File: config.mk
export PLATFORM = sky130hd
export DESIGN_NAME = clk_ratio_meter
export DESIGN_NICKNAME = d
export VERILOG_FILES = /design/src/rtl/clk_meter_pkg.sv /design/src/rtl/sig_edge_detect.sv /design/src/rtl/clk_ratio_meter.sv
export SDC_FILE = /design/constraint.sdc
export NUM_CORES = 1
export LEC_CHECK = 0
export CAP_MARGIN = 20
export CORE_MARGIN = 4
export CORE_UTILIZATION = 55
export DETAILED_ROUTE_END_ITERATION = 7
export PLACE_DENSITY = 0.78
export SETUP_SLACK_MARGIN = 0.15
export SLEW_MARGIN = 30
export SYNTH_ARGS = -nofsm -noshare
export SYNTH_HDL_FRONTEND = slang
export SYNTH_SLANG_ARGS = --single-unit
File: constraint.sdc
create_clock -name clk_in -period 2.2 [get_ports clk_in]
set_input_delay 0.33 -clock clk_in [delete_from_list [all_inputs] [get_ports clk_in]]
set_output_delay 0.33 -clock clk_in [all_outputs]
set_load 0.01 [all_outputs]
File: src/rtl/clk_meter_pkg.sv
// Shared definitions for the clock ratio meter.
//   meter_state_t   : measurement FSM states
//   DEF_CNT_W       : default period/high counter width
//   DEF_LOCK_COUNT  : default number of consecutive equal measurements for lock
//   MATCH_W         : width of the lock match counter (holds 0..15)
//   is_pow2()       : true when the argument is a power of two and at least 2
package clk_meter_pkg;

  typedef enum logic [0:0] {
    IDLE    = 1'b0,
    MEASURE = 1'b1
  } meter_state_t;

  localparam int DEF_CNT_W      = 8;
  localparam int DEF_LOCK_COUNT = 4;
  localparam int MATCH_W        = 4;

  // A period of 1 cannot come from a real divider, so 1 is not reported as pow2.
  function automatic logic is_pow2(input logic [31:0] x);
    is_pow2 = (x >= 32'd2) && ((x & (x - 32'd1)) == 32'd0);
  endfunction

endpackage

File: src/rtl/sig_edge_detect.sv
// Edge detector for a signal already synchronous to clk.
//   clk  in  : clock
//   rst  in  : synchronous active-high reset
//   sig  in  : monitored level
//   rise out : sig is high this cycle and was low last cycle
//   fall out : sig is low this cycle and was high last cycle
// The history register resets to 1 so a level that is already high when
// reset is released is not mistaken for a rising edge.
module sig_edge_detect (
  input  logic clk,
  input  logic rst,
  input  logic sig,
  output logic rise,
  output logic fall
);

  logic sig_d;

  // One-cycle history of the monitored level.
  always_ff @(posedge clk) begin
    if (rst) begin
      sig_d <= 1'b1;
    end else begin
      sig_d <= sig;
    end
  end

  assign rise = sig & ~sig_d;
  assign fall = ~sig & sig_d;

endmodule

File: src/rtl/clk_ratio_meter.sv
// Measures a slow signal in clk_in cycles: period (rise to rise), high time,
// duty symmetry, power-of-two ratio, lock to a stable period, and loss of signal.
//   clk_in     in  : system clock
//   rst        in  : synchronous active-high reset
//   sig_in     in  : signal under test, synchronous to clk_in
//   period     out : last measured period in cycles
//   high_time  out : high cycles within that period
//   meas_valid out : one-cycle pulse, period/high_time updated
//   symmetric  out : 2*high_time == period
//   pow2       out : period is a power of two, >= 2
//   locked     out : LOCK_COUNT consecutive measurements equalled their predecessor
//   timeout    out : one-cycle pulse, no rising edge within 2**CNT_W-1 cycles
// All outputs are registered and change one cycle after the rising-edge cycle.
module clk_ratio_meter
  import clk_meter_pkg::*;
#(
  parameter int CNT_W      = DEF_CNT_W,
  parameter int LOCK_COUNT = DEF_LOCK_COUNT
) (
  input  logic             clk_in,
  input  logic             rst,
  input  logic             sig_in,
  output logic [CNT_W-1:0] period,
  output logic [CNT_W-1:0] high_time,
  output logic             meas_valid,
  output logic             symmetric,
  output logic             pow2,
  output logic             locked,
  output logic             timeout
);

  localparam logic [CNT_W-1:0]   MAX_CNT   = {CNT_W{1'b1}};
  localparam logic [MATCH_W-1:0] MATCH_MAX = {MATCH_W{1'b1}};
  localparam logic [MATCH_W-1:0] LOCK_TGT  = MATCH_W'(LOCK_COUNT);

  meter_state_t       state;
  logic [CNT_W-1:0]   per_cnt;
  logic [CNT_W-1:0]   hi_cnt;
  logic [CNT_W-1:0]   ref_period;
  logic               has_ref;
  logic [MATCH_W-1:0] match_cnt;

  logic               rise;
  logic               fall_unused;
  logic [MATCH_W-1:0] match_inc;
  logic               period_match;
  logic               sym_new;
  logic               pow2_new;

  sig_edge_detect u_edge (
    .clk  (clk_in),
    .rst  (rst),
    .sig  (sig_in),
    .rise (rise),
    .fall (fall_unused)
  );

  // Values derived from the counts being captured on a rising edge.
  always_comb begin
    period_match = (per_cnt == ref_period);
    if (match_cnt == MATCH_MAX) begin
      match_inc = match_cnt;
    end else begin
      match_inc = match_cnt + MATCH_W'(1);
    end
    sym_new  = ({hi_cnt, 1'b0} == {1'b0, per_cnt});
    pow2_new = is_pow2(32'(per_cnt));
  end

  // Measurement FSM, counters, lock tracking and registered outputs.
  always_ff @(posedge clk_in) begin
    if (rst) begin
      state      <= IDLE;
      per_cnt    <= '0;
      hi_cnt     <= '0;
      ref_period <= '0;
      has_ref    <= 1'b0;
      match_cnt  <= '0;
      period     <= '0;
      high_time  <= '0;
      meas_valid <= 1'b0;
      symmetric  <= 1'b0;
      pow2       <= 1'b0;
      locked     <= 1'b0;
      timeout    <= 1'b0;
    end else begin
      meas_valid <= 1'b0;
      timeout    <= 1'b0;
      case (state)
        IDLE: begin
          // The rise cycle itself is the first period cycle and is high.
          if (rise) begin
            state   <= MEASURE;
            per_cnt <= CNT_W'(1);
            hi_cnt  <= CNT_W'(1);
          end else begin
            state <= IDLE;
          end
        end
        MEASURE: begin
          if (rise) begin
            // A rise at per_cnt == MAX is still a valid measurement.
            period     <= per_cnt;
            high_time  <= hi_cnt;
            symmetric  <= sym_new;
            pow2       <= pow2_new;
            meas_valid <= 1'b1;
            per_cnt    <= CNT_W'(1);
            hi_cnt     <= CNT_W'(1);
            ref_period <= per_cnt;
            if (!has_ref) begin
              // First measurement after IDLE only seeds the reference.
              has_ref   <= 1'b1;
              match_cnt <= '0;
              locked    <= 1'b0;
            end else if (period_match) begin
              match_cnt <= match_inc;
              locked    <= (match_inc >= LOCK_TGT);
            end else begin
              match_cnt <= '0;
              locked    <= 1'b0;
            end
          end else if (per_cnt == MAX_CNT) begin
            // Counter would saturate: signal is lost, drop back to IDLE.
            state      <= IDLE;
            timeout    <= 1'b1;
            per_cnt    <= '0;
            hi_cnt     <= '0;
            ref_period <= '0;
            has_ref    <= 1'b0;
            match_cnt  <= '0;
            period     <= '0;
            high_time  <= '0;
            symmetric  <= 1'b0;
            pow2       <= 1'b0;
            locked     <= 1'b0;
          end else begin
            // hi_cnt only advances with per_cnt, so it never exceeds it.
            per_cnt <= per_cnt + CNT_W'(1);
            hi_cnt  <= hi_cnt + {{(CNT_W-1){1'b0}}, sig_in};
          end
        end
        default: begin
          state   <= IDLE;
          per_cnt <= '0;
          hi_cnt  <= '0;
        end
      endcase
    end
  end

endmodule

### Word-level counts from Yosys, hierarchy flattened

Cells that the tools add are included.
Widths: inputs -> output; s select.

| cells by class | value |
|---|---|
| $add $sub $neg | 4 |
| magnitude comparators | 2 |
| eq/ne operators | 5 |
| muxes and demuxes | 27 |
| bitwise operators | 4 |
| reductions and logical operators | 6 |

Operator list:

| operator | count |
|---|---|
| $mux 8 | 8 |
| $and 8x32->32 | 1 |
| $logic_not 32->1 | 1 |
| $pmux 8 s2 | 2 |
| $mux 4 | 5 |
| $mux 1 | 11 |
| $eq 9x8->1 | 1 |
| $sub 8x1->9 const B | 1 |
| $add 8x1->8 | 1 |
| $add 8x1->8 const B | 1 |
| $eq 8x8->1 | 1 |
| $eq 8x8->1 const B | 1 |
| $ge 8x2->1 const B | 1 |
| $add 4x1->4 const B | 1 |
| $eq 4x4->1 const B | 1 |
| $ge 4x3->1 const B | 1 |
| $reduce_or 3->1 | 1 |
| $ne 2x2->1 const B | 1 |
| $not 1->1 | 2 |
| $pmux 1 s2 | 1 |
| $reduce_and 2->1 | 1 |
| $reduce_bool 2->1 | 1 |
| $reduce_or 2->1 | 1 |
| $and 1x1->1 | 1 |
| $logic_and 1x1->1 | 1 |

| storage, ports and cells | value |
|---|---|
| bits in registers | 44 |
| input bits | 3 |
| output and inout bits | 21 |
| logic and storage cells | 61 |

### Longest topological paths before layout

Gate-level depths: netlist of run 1.

| depth | value |
|---|---|
| depth in word-level cells | 6 |
| gate-level depth with buffers | 8 |
| depth with buffers taken out | 7 |

### Cells and area by module

A second synthesis of run 1 with hierarchy kept.

| unflattened totals | value |
|---|---|
| cell total of the unflattened synthesis | 264 |
| area total of the unflattened synthesis | 2255.9 um^2 |

By module, submodules not included:

| module | times used | cells an instance | area an instance (um^2) | seq. area each (um^2) |
|---|---|---|---|---|
| clk_ratio_meter | 1 | 260 | 2215.9 | 860.8 |
| sig_edge_detect | 1 | 4 | 40.0 | 20.0 |

### Least setup slack after synthesis of run 1

OpenSTA, ideal clock, no wires.

| timing | value |
|---|---|
| path type | register to register |
| from | register per_cnt[1] |
| to | register match_cnt[0] |
| library setup time | 0.121 ns |
| arrival | 1.403 ns |
| data required time | 2.079 ns |
| slack | 0.676 ns |
| cell stages (with the launch flop) | 7 |
| buffers on the path | 0 |
| clock period less this slack | 1.524 ns |
| path through | dfxtp_1 -> ha_1 -> nand3_1 -> nor2_2 -> a211oi_2 -> a41o_1 -> mux2_2 |

| between the ends | value |
|---|---|
| cells in the longest elaborated chain, start to end | 4 |
| elaborated cells between the ends (all ways) | 7 |
| classes of those cells | eq/ne (2); mux (3); reduce/logical (2) |

Ends and longest elaborated chain:

| what | RTL line | source |
|---|---|---|
| start, declared | clk_ratio_meter.sv:37 | `logic [CNT_W-1:0] per_cnt;` |
| start signal, assigned | clk_ratio_meter.sv:139 | `per_cnt <= per_cnt + CNT_W'(1);` |
| $eq 8x8->1 | clk_ratio_meter.sv:60 | `period_match = (per_cnt == ref_period);` |
| $mux 4 | clk_ratio_meter.sv:116 | `end else if (period_match) begin` |
| $mux 4 | clk_ratio_meter.sv:111 | `if (!has_ref) begin` |
| $mux 4 | clk_ratio_meter.sv:101 | `if (rise) begin` |
| end signal, assigned | clk_ratio_meter.sv:117 | `match_cnt <= match_inc;` |
| end, declared | clk_ratio_meter.sv:41 | `logic [MATCH_W-1:0] match_cnt;` |

Several ways; a longest one is shown, not always the timed one.
A chain may end at the register's enable or synchronous reset.

### Worst setup path in the final report of run 1

| timing | value |
|---|---|
| from | register per_cnt[1] |
| to | register hi_cnt[2] |

| between the ends | value |
|---|---|
| cells in the longest elaborated chain, start to end | 4 |

Ends and longest elaborated chain:

| what | RTL line | source |
|---|---|---|
| $eq 8x8->1 | clk_ratio_meter.sv:123 | `end else if (per_cnt == MAX_CNT) begin` |
| $mux 8 | clk_ratio_meter.sv:123 |  |
| $mux 8 | clk_ratio_meter.sv:101 |  |
| $pmux 8 s2 | clk_ratio_meter.sv:89 | `case (state)` |
| end signal, assigned | clk_ratio_meter.sv:140 | `hi_cnt <= hi_cnt + {{(CNT_W-1){1'b0}}, sig_in};` |
| end, declared | clk_ratio_meter.sv:38 | `logic [CNT_W-1:0] hi_cnt;` |

No other way between the ends.

==> summary.txt, run 1 <==
Status: finished clean
Number of buffers created by CTS: 5
Worst slew pin tran: 0.561 ns
Clock buffer depth: 2
Die area: 4860 µm²
Synthesized area per cell: 9.03 µm²
WS Path Type: register to register
Post-DRT Antenna Nets: 0
Row count: 22
Initial drt markers: 163
Root Driver: clkbuf_8
RSZ-0062 raised after global routing: no
Startpoint types: register
Period minus WS final: 1.90 ns
Drt drc: 0
Pre-CTS setup slack: 0.124 ns
Drt via density: 5.77
Synth Register Bits: 44
Hold_buf cts: 0
Final worst slack: 0.302 ns
Yosys top cell by area: dfxtp_1
Worst path cell trace: ha_1 > nand3_1 > o21ai_1 > nor2_2 > a21oi_1 > a31oi_1
Synth top area share: 42.1%
Worst-path clk slew: 0.08 ns
Design Power: 1440 µW
Die Y: 69.7 µm
I/O pin count: 24
Initial Util: 57.2%
Largest net degree at the start of global routing: 22
Most frequent cell after synthesis: dfxtp_1
F_max: 527 MHz
Vias in the first global route: 1644
Gate Count Post-Synth: 232
EDFF count, synth: 0
Hold Path Class: register to register
Count of final setup violators: 0
Bufs and invs on worst path: 0
Core Area: 3660 µm²
Overall routing resource usage: 20.0%
PortBufs: 23
Crit share post-route: 86.3%
CTS resizes: 0
Placed inst area: 2380 µm²
Setup total negative slack: 0 ns
Yosys warns: 0
Count of cell types in the netlist: 45
# diodes: 0
Synthesized cell area: 2090 µm²
Main area contributors after synthesis: dfxtp_1 (42%), a22o_1 (6.7%), xnor2_1 (6.3%), nor2_1 (3.9%), ha_1 (3.6%)
DRT Wirelength: 4640 µm
Sequential share of the synthesized area: 42.1%
Initial antenna violation count: 0
Dpl hpwl: 3310 µm
Die X: 69.7 µm
Slowest CP cell: o21ai_1
PwrDens: 583 nW/µm²
Slew headroom: 62.3%
Ys async rst share: 0%
Max Cap Viol: 0
Post-CTS Setup Bufs: 0
Routability Congestion: 0.835
Hold Worst Slack: 0.474 ns
Pleak: 0.000939 µW
CP top delay family: compound AO/OA/AOI/OAI gates
First-pass GRT wire length: 7740 µm
Clock latency at the later pin of the worst-skew pair: 0.30 ns
CTS tree: yes
Worst endpoint required time: 2.37 ns
DR vias: 1766
Critical Path Max Stage Delay: 0.51 ns
Worst EP arrival: 2.07 ns
Design area: 2480 µm²
Final Hold Viols: 0
DR pass1 iterations: 4
Syn_nets: 241
H-tree levels: 2
Residual overflow from global routing: 0
Most instantiated cells after synthesis: dfxtp_1 (44), nor2_1 (22), a22o_1 (16), nand2_1 (16), xnor2_1 (15)
Clk_skew: 0.00548 ns
Pins over their slew limit: 0
Area grow syn2layout: 18.4%
Share of cells above drive strength 1: 11.6%
Crit Path Max Fanout: 10
Critical Path End Type: register
Synth Flop Type: dfxtp_1
Layout Nets: 267
CTS Sinks: 44
Drt wl/cell: 15.2 µm
Worst vdd ir: 437 µV
## area by class of cell
type / count / area (µm²)
fillers: 306 / 1180
flip-flops and latches: 44 / 881
inverters: 4 / 15.0
well taps: 48 / 60.1
multi-input cells: 168 / 1110
repair buffers: 35 / 320
clock buffers: 7 / 96.3
## routing by layer
layer	vias up	GRT usage (%)	wire length, µm
li1	884	-	-
met1	827	26.8	2270
met2	48	30.8	2080
met3	7	5.65	225
met4	0	6.60	61
met5	-	0	0
## report_power, final
| part | internal [µW] | switching, µW |
|---|---|---|
| clock network | 280 | 268 |
| logic | 35.2 | 53.7 |
| registers | 802 | 6.01 |
## through the flow
stage                     utilization, %  std cells
final                               67.7        306
after global routing                67.7        306
after CTS                           67.7        306
after detailed placement            65.1        299
after global placement              65.1        299
after floorplan                        -        232
## cell families (layout without fill, tap and decap cells)
family,count (synthesis),after routing,share of synthesized area [%]
buffers and inverters,20,46,5.08
XOR/XNOR,19,19,7.95
adder cells (fa/ha/maj),6,6,3.58
AO/OA/AOI/OAI,60,60,19.5
flip-flops,44,44,42.1
multiplexers,2,2,1.02
AND/OR/NAND/NOR,81,81,20.8
## state kept, by name, indices dropped and copies added (netlist names)
| name | count |
|---|---|
| hi_cnt | 8 |
| high_time | 8 |
| per_cnt | 8 |
| ref_period | 8 |
| match_cnt | 4 |
| has_ref | 1 |
| locked | 1 |
| meas_valid | 1 |
| pow2 | 1 |
| state | 1 |
| symmetric | 1 |
| timeout | 1 |
| u_edge.sig_d | 1 |
## cell usage in the layout, fill, tap and decap left out, drive strengths merged, types with 5 or more instances in the layout
| cell | netlist | layout |
|---|---|---|
| dfxtp | 44 | 44 |
| nor2 | 24 | 24 |
| clkdlybuf4s50 | 0 | 23 |
| nand2 | 16 | 16 |
| a22o | 16 | 16 |
| xnor2 | 15 | 15 |
| o21ai | 15 | 15 |
| a21oi | 13 | 13 |
| buf | 13 | 12 |
| clkbuf | 3 | 7 |
| nand3 | 6 | 6 |
| ha | 6 | 6 |
| nand4 | 6 | 6 |
| nor3 | 5 | 5 |
| and3 | 5 | 5 |
| nand2b | 5 | 5 |
## worst paths after layout
kind	from	to	slack, ns	cells after the start
setup reg to reg	per_cnt[1]	hi_cnt[2]	0.30	6
hold reg to reg	symmetric	symmetric	0.47	2
setup / recovery	per_cnt[1]	hi_cnt[2]	0.30	6
hold / removal	symmetric	symmetric	0.47	2
## worst register-to-register path, stage by stage, from the launching register on
cell     delay (ns)
dfxtp_1        0.34
ha_1           0.26
nand3_1        0.20
o21ai_1        0.51
nor2_2         0.20
a21oi_1        0.20
a31oi_1        0.06
(Power assumes the default switching activity.)
==> run 2, diff against run 1 <==
- ABC_AREA: unset -> 1
- CORE_UTILIZATION: 55 -> 57
- HOLD_SLACK_MARGIN: unset -> 0.02
- PLACE_DENSITY: 0.78 -> 0.8
==> run 2 against run 1 <==
Compared with the run above:
- die area up 12%
- routed wire length up 21%
- sequential share of layout area down 3.5 points
- fmax up 8.1%
- critical endpoint is now high_time[7]
- design area up 11%
==> summary.txt, run 2 <==
Status: finished clean
Pint: 1080 µW (-3.5%)
Synth Area in XOR/XNOR: 1.78% (-6.2 points)
Post-DRT Antenna Nets: 0 (unchanged)
Synthesized cell area: 2450 µm² (+17%)
Period minus WS final: 1.76 ns (-0.142 ns)
Number of buffers created by CTS: 5 (unchanged)
I/O pin count: 24 (unchanged)
Max Cap Viol: 0 (unchanged)
Design Power: 1410 µW (-2.1%)
Initial antenna violation count: 0 (unchanged)
Drt drc: 0 (unchanged)
DR pass1 iterations: 4 (unchanged)
Gate Count Post-Synth: 337 (+45%)
Crit share post-route: 79.8% (-6.4 points)
F_max: 569 MHz (+8.1%)
Setup total negative slack: 0 ns (unchanged)
CP top delay family: simple AND/OR/NAND/NOR gates
Multiplexer share of the synthesized area: 0% (-1.0 points)
Syn_nets: 346 (+44%)
Main area contributors after synthesis: dfxtp_1 (36%), nand2_1 (11%), nand3_1 (7.7%), nor2_1 (5.2%), inv_1 (5.0%)
Slew headroom: 42.1% (-20 points)
Worst-path clk slew: 0.09 ns (about the same)
H-tree levels: 2 (unchanged)
Yosys top cell by area: dfxtp_1
Bufs and invs on worst path: 2 (+2)
Most common cell after layout, fill and taps aside: nand2_1
Largest family of logic cells by synthesized area: simple AND/OR/NAND/NOR gates
Layout Nets: 366 (+37%)
Worst path cell trace: ha_1 > nand2_4 > clkinv_4 > nand3_4 > nor2_4 > nand3_4 > nand2_4 > inv_4 > nand3_1 > o21ai_0
Share of cells above drive strength 1: 13.4% (+1.8 points)
First-pass GRT wire length: 9680 µm (+25%)
Row count: 23 (+4.5%)
Worst endpoint required time: 2.37 ns (about the same)
Most frequent cells in the layout: nand2_1 (69), dfxtp_1 (44), nand3_1 (38)
Most frequent cell after synthesis: nand2_1
Drt via density: 5.43 (-5.8%)
PwrDens: 514 nW/µm² (-12%)
Switching pwr: 337 µW (+2.8%)
Final Hold Viols: 0 (unchanged)
Initial drt markers: 149 (-8.6%)
Synth Register Bits: 44 (unchanged)
Die Y: 73.6 µm (+5.6%)
Count of cell types in the netlist: 31 (-31%)
Worst EP arrival: 1.93 ns (-0.14 ns)
Ys async rst share: 0% (unchanged)
Compound-gate portion of the synthesized area: 13.8% (-5.7 points)
Sw Share: 23.8% (+1.1 points)
CTS Sinks: 44 (unchanged)
Drt wl/cell: 13.7 µm (-9.5%)
EDFF count, synth: 0 (unchanged)
Combinational share of power: 5.8% (-0.4 points)
CTS tree: yes
Sequential share of power: 57.4% (+1.5 points)
Worst vdd ir: 325 µV (-26%)
Clk_skew: 0.00807 ns (+0.00259 ns)
WS Path Type: register to register
Clock buffer depth: 2 (unchanged)
Largest net degree at the start of global routing: 23 (+4.5%)
Most instantiated cells after synthesis: nand2_1 (69), dfxtp_1 (44), nand3_1 (38)
Core Area: 4090 µm² (+12%)
Post-CTS Setup Bufs: 0 (unchanged)
Dpl hpwl: 4020 µm (+21%)
Hold_buf cts: 0 (unchanged)
Worst slew pin tran: 0.865 ns (+0.304 ns)
Startpoint types: register
Clock latency at the later pin of the worst-skew pair: 0.30 ns (about the same)
Die X: 73.6 µm (+5.6%)
Synth Flop Type: dfxtp_1
DRT Wirelength: 5600 µm (+21%)
Slowest CP cell: dfxtp_1
Overall routing resource usage: 23.0% (+3.1 points)
Crit Path Max Fanout: 18 (+8)
Pins over their slew limit: 0 (unchanged)
Critical Path End Type: register
Residual overflow from global routing: 0 (unchanged)
Vias in the first global route: 2040 (+24%)
Initial Util: 60.1% (+2.9 points)
Yosys warns: 0 (unchanged)
Count of final setup violators: 0 (unchanged)
Synthesized area per cell: 7.28 µm² (-19%)
RSZ-0062 raised after global routing: no
Layout filler cell count: 361 (+18%)
Routability Congestion: 0.903 (+8.2%)
# diodes: 0 (unchanged)
Clock group share of total power: 36.9% (-1.0 points)
Die area: 5420 µm² (+12%)
Root Driver: clkbuf_8
Critical Path Max Stage Delay: 0.47 ns (-0.04 ns)
Sequential share of the synthesized area: 35.9% (-6.2 points)
Synth top area share: 35.9% (-6.2 points)
Area grow syn2layout: 12.0%
CTS resizes: 0 (unchanged)
Simple-gate share of the synthesized area: 34.0% (+13 points)
Pleak: 0.00109 µW (+16%)
DR vias: 2217 (+26%)
Post-Synth Adder-Cell Area: 3.06% (-0.53 points)
Hold Path Class: register to register
PortBufs: 23 (unchanged)
[run 2: cell type report]
class | count | area [µm²] | area share, %
Clock buffer | 6 | 82.6 | 3.00
Multi-Input combinational cell | 239 | 1290 | 47.0
Timing Repair Buffer | 28 | 268 | 9.74
Sequential cell | 44 | 881 | 32.0
Tap cell | 50 | 62.6 | 2.27
Inverter | 39 | 154 | 5.60
Clock inverter | 2 | 10.0 | 0.364
[run 2: layer usage]
layer	part of all wire [%]	GRT usage, %	vias to the layer above
met5	0	0	-
met4	0.93	7.04	0
met3	8.3	5.47	5
met2	46	36.5	81
met1	45	30.9	987
li1	-	-	1144
[run 2: kinds of logic (layout without fill, tap and decap cells)]
group | Yosys count | in the layout
simple gates | 170 | 170
flops | 44 | 44
buf+inv | 54 | 75
xor+xnor | 5 | 5
fa+ha+maj | 6 | 6
compound gates | 58 | 58
[run 2: metrics by stage]
| stage | instance area (µm²) | utilization, % | setup slack (ns) | cells | hold slack, ns |
|---|---|---|---|---|---|
| after floorplan | 2450 | - | 0.672 | 337 | 0.415 |
| after global placement | 2660 | 65.0 | 0.277 | 400 | 0.461 |
| after detailed placement | 2660 | 65.0 | 0.240 | 400 | 0.466 |
| after CTS | 2750 | 67.3 | 0.448 | 408 | 0.481 |
| after global routing | 2750 | 67.3 | 0.263 | 408 | 0.502 |
| final | 2750 | 67.3 | 0.444 | 408 | 0.476 |
[run 2: power groups by stage]
stage               Clock (µW)  Sequential [µW]  Combinational [µW]
finish                     521              812                81.7
global route               561              813                92.3
CTS                        532              811                81.3
detailed placement           0              830                80.6
global placement             0              830                80.1
floorplan                    0              825                64.0
[run 2: worst paths after layout]
| check | from | endpoint | slack, ns | cells past startpoint |
|---|---|---|---|---|
| min reg2reg | high_time[4] | high_time[4] | 0.48 | 2 |
| max | per_cnt[0] | high_time[7] | 0.44 | 10 |
| min | high_time[4] | high_time[4] | 0.48 | 2 |
| max reg2reg | per_cnt[0] | high_time[7] | 0.44 | 10 |
[run 2: worst min-delay path, cell delays in order (launching register included)]
cell     delay (ns)
dfxtp_1        0.33
nand3_2        0.07
o21ai_2        0.04
==> run 3, diff against run 2 <==
- CORE_UTILIZATION: 57 -> 51
- PLACE_DENSITY: 0.8 -> 0.75
- clock period: 2.2 -> 1.4 ns (I/O delays scaled with it)
==> run 3 against run 2 <==
Compared with the run above:
- the flow now finishes with violations (negative setup slack)
- clock skew about the same
- core utilization grew 9.2 points
- non-clock buffer count grew 40
==> summary.txt, run 3 (same netlist as run 2, synthesis figures left out) <==
Crit share post-route: 103% (+23 points)
Max Cap Viol: 0 (unchanged)
RSZ-0062 raised after global routing: yes
Clk_skew: 0.00849 ns (+0.000425 ns)
Crit Path Max Fanout: 4 (-14)
Final worst slack: -0.0434 ns (-0.487 ns)
Layout Nets: 408 (+11%)
Count of final setup violators: 27 (+27)
PortBufs: 23 (unchanged)
Initial drt markers: 216 (+45%)
Initial Util: 54.5% (-5.6 points)
Slew headroom: 76.5% (+34 points)
CTS Sinks: 44 (unchanged)
Clock latency at the later pin of the worst-skew pair: 0.31 ns (about the same)
Dpl hpwl: 4760 µm (+19%)
Final Hold Viols: 0 (unchanged)
F_max: 693 MHz (+22%)
Worst EP arrival: 1.65 ns (-0.28 ns)
WS Path Type: register to register
Root Driver: clkbuf_8
Layout filler cell count: 330 (-8.6%)
Vias in the first global route: 2519 (+23%)
Register area: 907 µm² (+3.0%)
Hold Path Class: input port to register
H-tree levels: 2 (unchanged)
Period minus WS final: 1.44 ns (-0.313 ns)
Share of cells above drive strength 1: 39.5% (+26 points)
Drt wl/cell: 16.4 µm (+20%)
Die area: 5990 µm² (+10%)
Number of buffers created by CTS: 5 (unchanged)
Sequential share of power: 54.2% (-3.2 points)
Worst endpoint required time: 1.61 ns (-0.76 ns)
Pint: 1750 µW (+62%)
Drt drc: 0 (unchanged)
Most common cell after layout, fill and taps aside: nand2_1
CTS tree: yes
Residual overflow from global routing: 0 (unchanged)
Failing checks: negative setup slack
Worst slew pin tran: 0.348 ns (-0.517 ns)
Setup total negative slack: -0.651 ns (-0.651 ns)
Clock buffer depth: 2 (unchanged)
Die Y: 77.4 µm (+5.1%)
DR pass1 iterations: 5 (+1)
Post-Route Utilization: 76.5% (+9.2 points)
Area grow syn2layout: 40.4%
# diodes: 0 (unchanged)
Switching pwr: 593 µW (+76%)
Hold_buf cts: 0 (unchanged)
Pins over their slew limit: 0 (unchanged)
Pleak: 0.00145 µW (+33%)
Drt via density: 5.68 (+4.5%)
Core Area: 4500 µm² (+10%)
Worst-path clk slew: 0.09 ns (about the same)
Sw Share: 25.3% (+1.5 points)
Post-DRT Antenna Nets: 0 (unchanged)
Worst reg-to-reg path cell count: 11 (+1)
Initial antenna violation count: 0 (unchanged)
Routability Congestion: 0.950 (+5.2%)
DRT Wirelength: 7430 µm (+33%)
I/O pin count: 24 (unchanged)
Area of the multi-input gates: 1600 µm² (+24%)
DR vias: 2567 (+16%)
Overall routing resource usage: 25.4% (+2.4 points)
Row count: 24 (+4.3%)
Status: finished with violations
Worst vdd ir: 394 µV (+21%)
Startpoint types: register
Clock group share of total power: 36.3% (-0.6 points)
Largest net degree at the start of global routing: 23 (unchanged)
Most frequent cells in the layout: nand2_1 (65), buf_4 (36), inv_1 (30)
PwrDens: 679 nW/µm² (+32%)
Combinational share of power: 9.5% (+3.7 points)
Hold path depth: 3 (+1)
Die X: 77.4 µm (+5.1%)
Hold Worst Slack: 0.352 ns (-0.125 ns)
First-pass GRT wire length: 12100 µm (+25%)
Critical Path End Type: register
-- run 3: cell types whose count changed in the layout (fill, tap and decap cells not counted), sizes merged --
cell,previous run,this run
dlygate4sd2,0,22
clkinv,3,1
clkbuf,6,8
inv,38,40
clkdlybuf4s50,23,1
buf,5,45
-- run 3: worst paths after layout --
| path | from | end | slack [ns] |
|---|---|---|---|
| min reg2reg | high_time[5] | high_time[5] | 0.47 |
| max reg2reg | per_cnt[0] | per_cnt[6] | -0.04 |
| max | per_cnt[0] | per_cnt[6] | -0.04 |
| min | sig_in | u_edge.sig_d | 0.35 |
-- run 3: cell type report --
type	instances	share of cell area, %
repair buffers	68	17.4
well taps	52	1.89
inverters	39	4.75
flip-flops and latches	44	26.3
multi-input cells	239	46.5
clock buffers	8	2.61
repair inverters	2	0.508
-- run 3: stage by stage --
| stage | cell area [µm²] | power (µW) | setup slack [ns] | instances |
|---|---|---|---|---|
| CTS | 3310 | 2320 | -0.0452 | 450 |
| finish | 3450 | 2340 | -0.0434 | 452 |
| detailed placement | 2970 | 1470 | -0.369 | 433 |
| floorplan | 2510 | 1400 | 0.00878 | 337 |
| global placement | 2970 | 1470 | -0.287 | 433 |
| global route | 3450 | 2430 | -0.139 | 452 |
-- run 3: power by group through the flow --
stage	logic, µW	clock network [µW]	registers [µW]
after floorplan	105	0	1300
after global placement	174	0	1300
after detailed placement	174	0	1300
after CTS	201	852	1270
after global routing	242	916	1270
final	223	850	1270
-- run 3: timing repair --
action	4_1_cts	5_1_grt
resized for setup	83	36
setup endpoints to repair	62	42
cloned	2	0
pin swaps	22	15
buffers inserted	7	2
-- run 3: critical path: stages, from the launching register on --
cell      delay [ns]
dfxtp_4         0.39
ha_4            0.16
nand2_4         0.07
clkinv_4        0.06
nand3_4         0.07
nor2_4          0.14
buf_4           0.13
buf_6           0.08
buf_4           0.10
nand3_1         0.06
nand3_1         0.07
nor2_1          0.04
-- run 3: metal layers --
metal,global-route usage [%],up-vias,wire [µm]
met5,0,-,0
met3,4.63,29,537
met1,31.0,1190,3060
li1,-,1227,-
met4,9.79,0,262
met2,44.5,121,3560
